[src/rtl/collision_ctrl.sv]
// Game-state controller for the flappy-bird datapath: two-stage collision/pass
// detection against two pipes and the floor, IDLE/RUN/DEAD FSM, saturating BCD score.
module collision_ctrl #(
  parameter int BIRD_X      = 100,
  parameter int BIRD_WIDTH  = 16,
  parameter int BIRD_HEIGHT = 16,
  parameter int PIPE_WIDTH  = 40,
  parameter int GAP_HEIGHT  = 120,
  parameter int DEAD_HOLD   = 30
) (
  input  logic               gameClk,
  input  logic               reset_n,
  input  logic               button,
  input  logic signed [10:0] y_in,
  input  logic signed [10:0] pipe0_x,
  input  logic signed [10:0] pipe1_x,
  input  logic signed [10:0] pipe0_gap,
  input  logic signed [10:0] pipe1_gap,
  output logic               finished,
  output logic               restart,
  output logic [7:0]         score,
  output logic [1:0]         state
);

  localparam logic [1:0] S_IDLE = 2'd0;
  localparam logic [1:0] S_RUN  = 2'd1;
  localparam logic [1:0] S_DEAD = 2'd2;

  localparam int HOLD_W = (DEAD_HOLD > 0) ? $clog2(DEAD_HOLD + 1) : 1;

  // 12-bit signed so that coordinate + extent can never wrap
  localparam logic signed [11:0] BX = 12'(BIRD_X);
  localparam logic signed [11:0] BW = 12'(BIRD_WIDTH);
  localparam logic signed [11:0] BH = 12'(BIRD_HEIGHT);
  localparam logic signed [11:0] PW = 12'(PIPE_WIDTH);
  localparam logic signed [11:0] GH = 12'(GAP_HEIGHT);

  typedef struct packed {
    logic h;
    logic safe;
    logic behind;
    logic ahead;
  } pflags_t;

  function automatic pflags_t pipe_flags(input logic signed [11:0] px,
                                         input logic signed [11:0] gap,
                                         input logic signed [11:0] y);
    pflags_t f;
    f.h      = (px < BX + BW) && (px + PW > BX);
    f.safe   = (y - BH > gap) && (y < gap + GH);
    f.behind = (px + PW < BX);
    f.ahead  = (px >= BX);
    return f;
  endfunction

  function automatic logic [7:0] bcd_inc(input logic [7:0] s);
    if (s == 8'h99) return s;
    if (s[3:0] == 4'd9) return {s[7:4] + 4'd1, 4'd0};
    return {s[7:4], s[3:0] + 4'd1};
  endfunction

  logic signed [11:0] y_s, p0x_s, p1x_s, p0g_s, p1g_s;
  assign y_s   = {y_in[10], y_in};
  assign p0x_s = {pipe0_x[10], pipe0_x};
  assign p1x_s = {pipe1_x[10], pipe1_x};
  assign p0g_s = {pipe0_gap[10], pipe0_gap};
  assign p1g_s = {pipe1_gap[10], pipe1_gap};

  logic              btn_q;
  pflags_t           f0_q, f1_q;
  logic              floor_q;
  logic              hit_q;
  logic [1:0]        pass_q, pass_d;
  logic [1:0]        passed_q, passed_d;
  logic [1:0]        state_q, state_d;
  logic [1:0]        guard_q, guard_d;
  logic [HOLD_W-1:0] hold_q, hold_d;
  logic [7:0]        score_q, score_d;
  logic              restart_q, restart_d;
  logic              press, start;

  assign press = button & ~btn_q;

  always_comb begin
    state_d   = state_q;
    guard_d   = guard_q;
    hold_d    = hold_q;
    score_d   = score_q;
    restart_d = 1'b0;
    start     = 1'b0;
    case (state_q)
      S_IDLE: if (press) start = 1'b1;
      S_RUN: begin
        // a pass on the same tick as a hit still counts
        case (pass_q)
          2'b11:        score_d = bcd_inc(bcd_inc(score_q));
          2'b01, 2'b10: score_d = bcd_inc(score_q);
          default:      score_d = score_q;
        endcase
        if (guard_q != 2'd0) begin
          guard_d = guard_q - 2'd1;
        end else if (hit_q) begin
          state_d = S_DEAD;
          hold_d  = HOLD_W'(DEAD_HOLD);
        end
      end
      S_DEAD: begin
        if (hold_q != '0) hold_d = hold_q - 1'b1;
        else if (press)   start  = 1'b1;
      end
      default: state_d = S_IDLE;
    endcase
    if (start) begin
      state_d   = S_RUN;
      restart_d = 1'b1;
      score_d   = 8'h00;
      guard_d   = 2'd2;
    end
  end

  // Pass latch re-arms when the pipe reappears ahead of the bird
  always_comb begin
    passed_d = passed_q;
    pass_d   = 2'b00;
    if (start) begin
      passed_d = 2'b00;
    end else begin
      if (f0_q.ahead) passed_d[0] = 1'b0;
      else if (f0_q.behind && !passed_q[0]) begin
        passed_d[0] = 1'b1;
        pass_d[0]   = 1'b1;
      end
      if (f1_q.ahead) passed_d[1] = 1'b0;
      else if (f1_q.behind && !passed_q[1]) begin
        passed_d[1] = 1'b1;
        pass_d[1]   = 1'b1;
      end
    end
  end

  always_ff @(posedge gameClk or negedge reset_n) begin
    if (!reset_n) begin
      btn_q     <= 1'b0;
      f0_q      <= '0;
      f1_q      <= '0;
      floor_q   <= 1'b0;
      hit_q     <= 1'b0;
      pass_q    <= 2'b00;
      passed_q  <= 2'b00;
      state_q   <= S_IDLE;
      guard_q   <= 2'd0;
      hold_q    <= '0;
      score_q   <= 8'h00;
      restart_q <= 1'b0;
    end else begin
      btn_q     <= button;
      f0_q      <= pipe_flags(p0x_s, p0g_s, y_s);
      f1_q      <= pipe_flags(p1x_s, p1g_s, y_s);
      floor_q   <= (y_s <= BH);
      hit_q     <= floor_q | (f0_q.h & ~f0_q.safe) | (f1_q.h & ~f1_q.safe);
      pass_q    <= pass_d;
      passed_q  <= passed_d;
      state_q   <= state_d;
      guard_q   <= guard_d;
      hold_q    <= hold_d;
      score_q   <= score_d;
      restart_q <= restart_d;
    end
  end

  assign finished = (state_q != S_RUN);
  assign restart  = restart_q;
  assign score    = score_q;
  assign state    = state_q;

endmodule

[config.mk]
export PLATFORM = sky130hd
export DESIGN_NAME = collision_ctrl
export DESIGN_NICKNAME = d
export VERILOG_FILES = /design/src/rtl/collision_ctrl.sv
export SDC_FILE = /design/constraint.sdc
export NUM_CORES = 1
export LEC_CHECK = 0
export BUFFER_PORTS_ARGS = -buffer_cell sky130_fd_sc_hd__buf_2
export CELL_PAD_IN_SITES_DETAIL_PLACEMENT = 0
export CELL_PAD_IN_SITES_GLOBAL_PLACEMENT = 1
export CORE_ASPECT_RATIO = 1.25
export CORE_MARGIN = 2
export CORE_UTILIZATION = 35
export CTS_BUF_LIST = sky130_fd_sc_hd__clkbuf_4 sky130_fd_sc_hd__clkbuf_8
export DETAILED_ROUTE_END_ITERATION = 10
export HOLD_SLACK_MARGIN = 0.15
export MAX_ROUTING_LAYER = met4
export PLACE_DENSITY = 0.71
export SETUP_SLACK_MARGIN = 0.5
export SLEW_MARGIN = 40
export SYNTH_ARGS = -nofsm -noshare
export SYNTH_HDL_FRONTEND = slang
export SYNTH_SLANG_ARGS = --single-unit
[constraint.sdc]
create_clock -name gameClk -period 2.67 [get_ports gameClk]
set_input_delay 0.534 -clock gameClk [delete_from_list [all_inputs] [get_ports gameClk]]
set_output_delay 0.534 -clock gameClk [all_outputs]
set_load 0.01 [all_outputs]
==> metrics.sh <==
ASYNC_FLOP_SHARE_PCT=100
CP-START-KIND='flop'
CP.ARRIVAL_NS=2.43
PORTBUFFERS=69
GRT.TOTAL_USAGE_PCT=17.2
CPMAXSTAGEDELAYCELL='sky130_fd_sc_hd__dfrtp_2'
WP_DATA_REQUIRED_NS=2.84
PEAKVDDDROP_mV=0.244
FINALPOWER_W=0.00257
SETUP.REG_TO_REG.WORST_SLACK_NS=0.41
CTS_MADE_BUFFERS=5
POWER-PER-CELL-AREA_nW_PER_UM2=549
MOST_FREQUENT_CELLS_IN_THE_LAYOUT='sky130_fd_sc_hd__buf_2, sky130_fd_sc_hd__ha_1, sky130_fd_sc_hd__inv_1, sky130_fd_sc_hd__o21ai_0, sky130_fd_sc_hd__dfrtp_1'
FLOORPLAN.IO_PINS=70
MAXIMUM_NUMBER_OF_PINS_ON_ONE_NET_BEFORE_GLOBAL_ROUTE_REPAIR=34
WORSTMARGINPINSLEW_NS=0.397
GRT_FIRST_PASS_WIRELENGTH_UM=15500
FINAL_COMMON_CELL='sky130_fd_sc_hd__buf_2'
MEAN_NUMBER_OF_VIAS_PER_CELL=5.30
DRV_SLEW=0
FLIP_FLOP_AND_LATCH_COUNT_AFTER_SYNTHESIS=33
DRC=0
TIMING.CRITICAL_PATH.MODE_CELL='sky130_fd_sc_hd__ha_4'
DR.FIRST_ITER.DRC_COUNT=59
FP.DIEAREA_UM2=11300
GRT-OVFL-TOTAL=0
POST-ROUTE-PERIOD-UTIL_PCT=84.5
ANTENNA-DIODE-COUNT=0
CRIT_TYPE='reg2reg'
FF2FF_PATH_DEPTH=11
DRV_CAP=0
CRITICAL-PATH-MAX-STAGE-DELAY_NS=0.41
TIMING.SLEW.HEADROOM_PCT=72.8
MULTI_INPUT_AREA_UM2=2840
FILLERINSTANCES=1027
HOLDBUFCOUNTCTS=0
SYNTH.LIB_CELLS_USED.DISTINCT=59
FINAL.HOLD.WORST_SLACK_NS=0.181
PATH_CELLS='inv_2 -> ha_4 -> nand3b_4 -> inv_8 -> ha_4 -> mux2i_2 -> ha_2 -> o211ai_1 -> nand2_2 -> xor2_1 -> o211ai_2'
CRITPATHMAXFANOUT=8
WORSTSKEWPAIRLATENCY_NS=0.29
DETAILEDROUTE.FIRSTPASSITERATIONCOUNT=4
GRT_PASS1_VIAS=3503
LAYOUT.CORE_UTILIZATION_PCT=46.1
SETUP_VIOL=0
FINAL.SETUP.TNS_NS=0
SYNTHESIS.YOSYS.WARNINGS=0
GP_CONGESTION=0.854
CRIT-REG2REG-LAUNCH='score[1]'
DETAILEDPLACEMENTHPWL_UM=7620
MAPPEDNETLISTNETS=564
FINCLKSKEW_NS=0.00973
SYNTH.AVG_CELL_AREA_UM2=8.35
SYN-CELL-AREA_UM2=3670
CRITICAL_PATH.ENDPOINT_TYPE='flop'
DRT-TOTAL-WL_UM=9490
AREA_OF_ALL_SEQUENTIAL_STANDARD_CELLS_UM2=828
CTS_SINKS=33
NUMBER_OF_ANTENNA_VIOLATIONS_AT_THE_FIRST_CHECK_IN_GLOBAL_ROUTING=0
SYNTH_EDF_COUNT=0
WORSTREG2REGEND='score[4]'
LAYOUT-DRIVE-GT1-SHARE_PCT=29.1
TRITONCTS='built'
WIRE_PER_INST_UM=14.2
NETS=663
NUMBER_OF_HOLD_VIOLATIONS_IN_THE_FINAL_REPORT=0
CLK_PIN_SLEW_NS=0.08
POSTSYNTHCELLCOUNT=439
DIEHEIGHT_UM=118
RSZ0062_AT_GRT='yes'
LEAKAGE_nW=2.24
MAIN_FLOP_TYPE_AFTER_SYNTHESIS='sky130_fd_sc_hd__dfrtp_1'
MAX_FREQ_MHz=443
STATUS='completed'
CTSLONGESTPATHBUFFERS=2
CORE-AREA_UM2=10200
INITIAL_UTILIZATION_PCT=36.1
AREA.GROWTH.SYNTH_TO_FINAL_PCT=27.6
DIEWIDTH_UM=95.5
CLOCK_TREE.ROOT_CELL='sky130_fd_sc_hd__clkbuf_8'
FINAL.MIN_CLOCK_PERIOD_NS=2.26
SYNTH_SEQ_AREA_SHARE_PCT=22.5
CLOCK_TREE.HTREE_LEVEL_COUNT=2
MIN_PATH_TYPE='in2async'
ANTENNA_LEFT=0
ROUTED-VIA-COUNT=3542
ROW_COUNT=41
worst max path at each step:
| stage | cells past startpoint | to | start | slack (ns) |
|---|---|---|---|---|
| 6_report | 11 | score[4] | score[1] | 0.41 |
| 3_5_place_dp | 11 | f0_q[2] | y_in[4] | 0.10 |
| 2_1_floorplan | 11 | score[6] | score[1] | 0.50 |
| 5_1_grt | 11 | score[5] | score[1] | 0.31 |
| 3_3_place_gp | 11 | f0_q[2] | y_in[4] | 0.25 |
| 4_1_cts | 11 | score[4] | score[1] | 0.42 |
logic make-up after synthesis:
kind of cell               after synthesis  synth area share (%)
muxes                                    5                  1.37
and+or+nand+nor                        145                  22.0
DFF                                     33                  22.5
adders and majority gates               67                  22.9
AOI/OAI and AO/OA                      114                  20.4
buffers and inverters                   52                  5.36
xor gates and xnor gates                23                  5.50
layout make-up:
class                           count  area share [%]
Inverter                           50            4.28
Clock inverter                      2           0.214
Sequential cell                    33            17.7
Tap cell                          129            3.45
Timing Repair Buffer               94            11.9
Multi-Input combinational cell    354            60.8
Clock buffer                        6            1.63
synth_stat cells, types with 7 or more instances:
library cell / count / area, um^2
sky130_fd_sc_hd__ha_1: 67 / 838
sky130_fd_sc_hd__a21oi_1: 23 / 115
sky130_fd_sc_hd__a21o_1: 7 / 52.6
sky130_fd_sc_hd__dfrtp_1: 33 / 826
sky130_fd_sc_hd__nand2b_1: 9 / 56.3
sky130_fd_sc_hd__xnor2_1: 15 / 131
sky130_fd_sc_hd__xor2_1: 8 / 70.1
sky130_fd_sc_hd__nand3_1: 12 / 60.1
sky130_fd_sc_hd__nor2_1: 29 / 109
sky130_fd_sc_hd__nand4_1: 10 / 62.6
sky130_fd_sc_hd__o21ai_0: 35 / 175
sky130_fd_sc_hd__inv_1: 48 / 180
sky130_fd_sc_hd__nor3_1: 18 / 90.1
sky130_fd_sc_hd__nand2_1: 26 / 97.6
registers in the layout, indices dropped and copies added, names as in the netlist, 2 cells and up:
register and count:
guard_q 2, passed_q 2, score 8, f0_q 4, f1_q 4, state 2, hold_q 5, pass_q 2
through the flow:
stage	cells	setup WS [ns]	area, um^2
floorplan	439	0.497	3740
global placement	640	0.247	4280
detailed placement	640	0.103	4280
CTS	661	0.422	4490
global route	668	0.309	4680
finish	668	0.415	4680
layer usage:
metal / track usage (%) / wire, um / part of all wire [%]
met5: - / 0 / 0
met4: 4.64 / 225 / 2.4
met3: 2.17 / 212 / 2.2
met2: 32.1 / 5120 / 54
met1: 18.7 / 3930 / 41
repair_timing:
item,4_1_cts,5_1_grt
buffers inserted,12,7
gates resized for setup,8,41
setup endpoints to repair,9,10
cloned,1,0
pin swaps,10,26
critical path: cells and delay by family (launching register included):
| family | cells | cell delay [ns] |
|---|---|---|
| adders and majority gates | 3 | 0.56 |
| DFF | 1 | 0.41 |
| and+or+nand+nor | 2 | 0.34 |
| AOI/OAI and AO/OA | 2 | 0.26 |
| buffers and inverters | 2 | 0.20 |
| xor gates and xnor gates | 1 | 0.19 |
| muxes | 1 | 0.17 |
where the power goes:
part,switching (W),internal [W]
logic,0.000781,0.000661
registers,0.000121,0.000627
clock network,0.000189,0.000191
No activity file was read; power rests on OpenSTA's default activity.
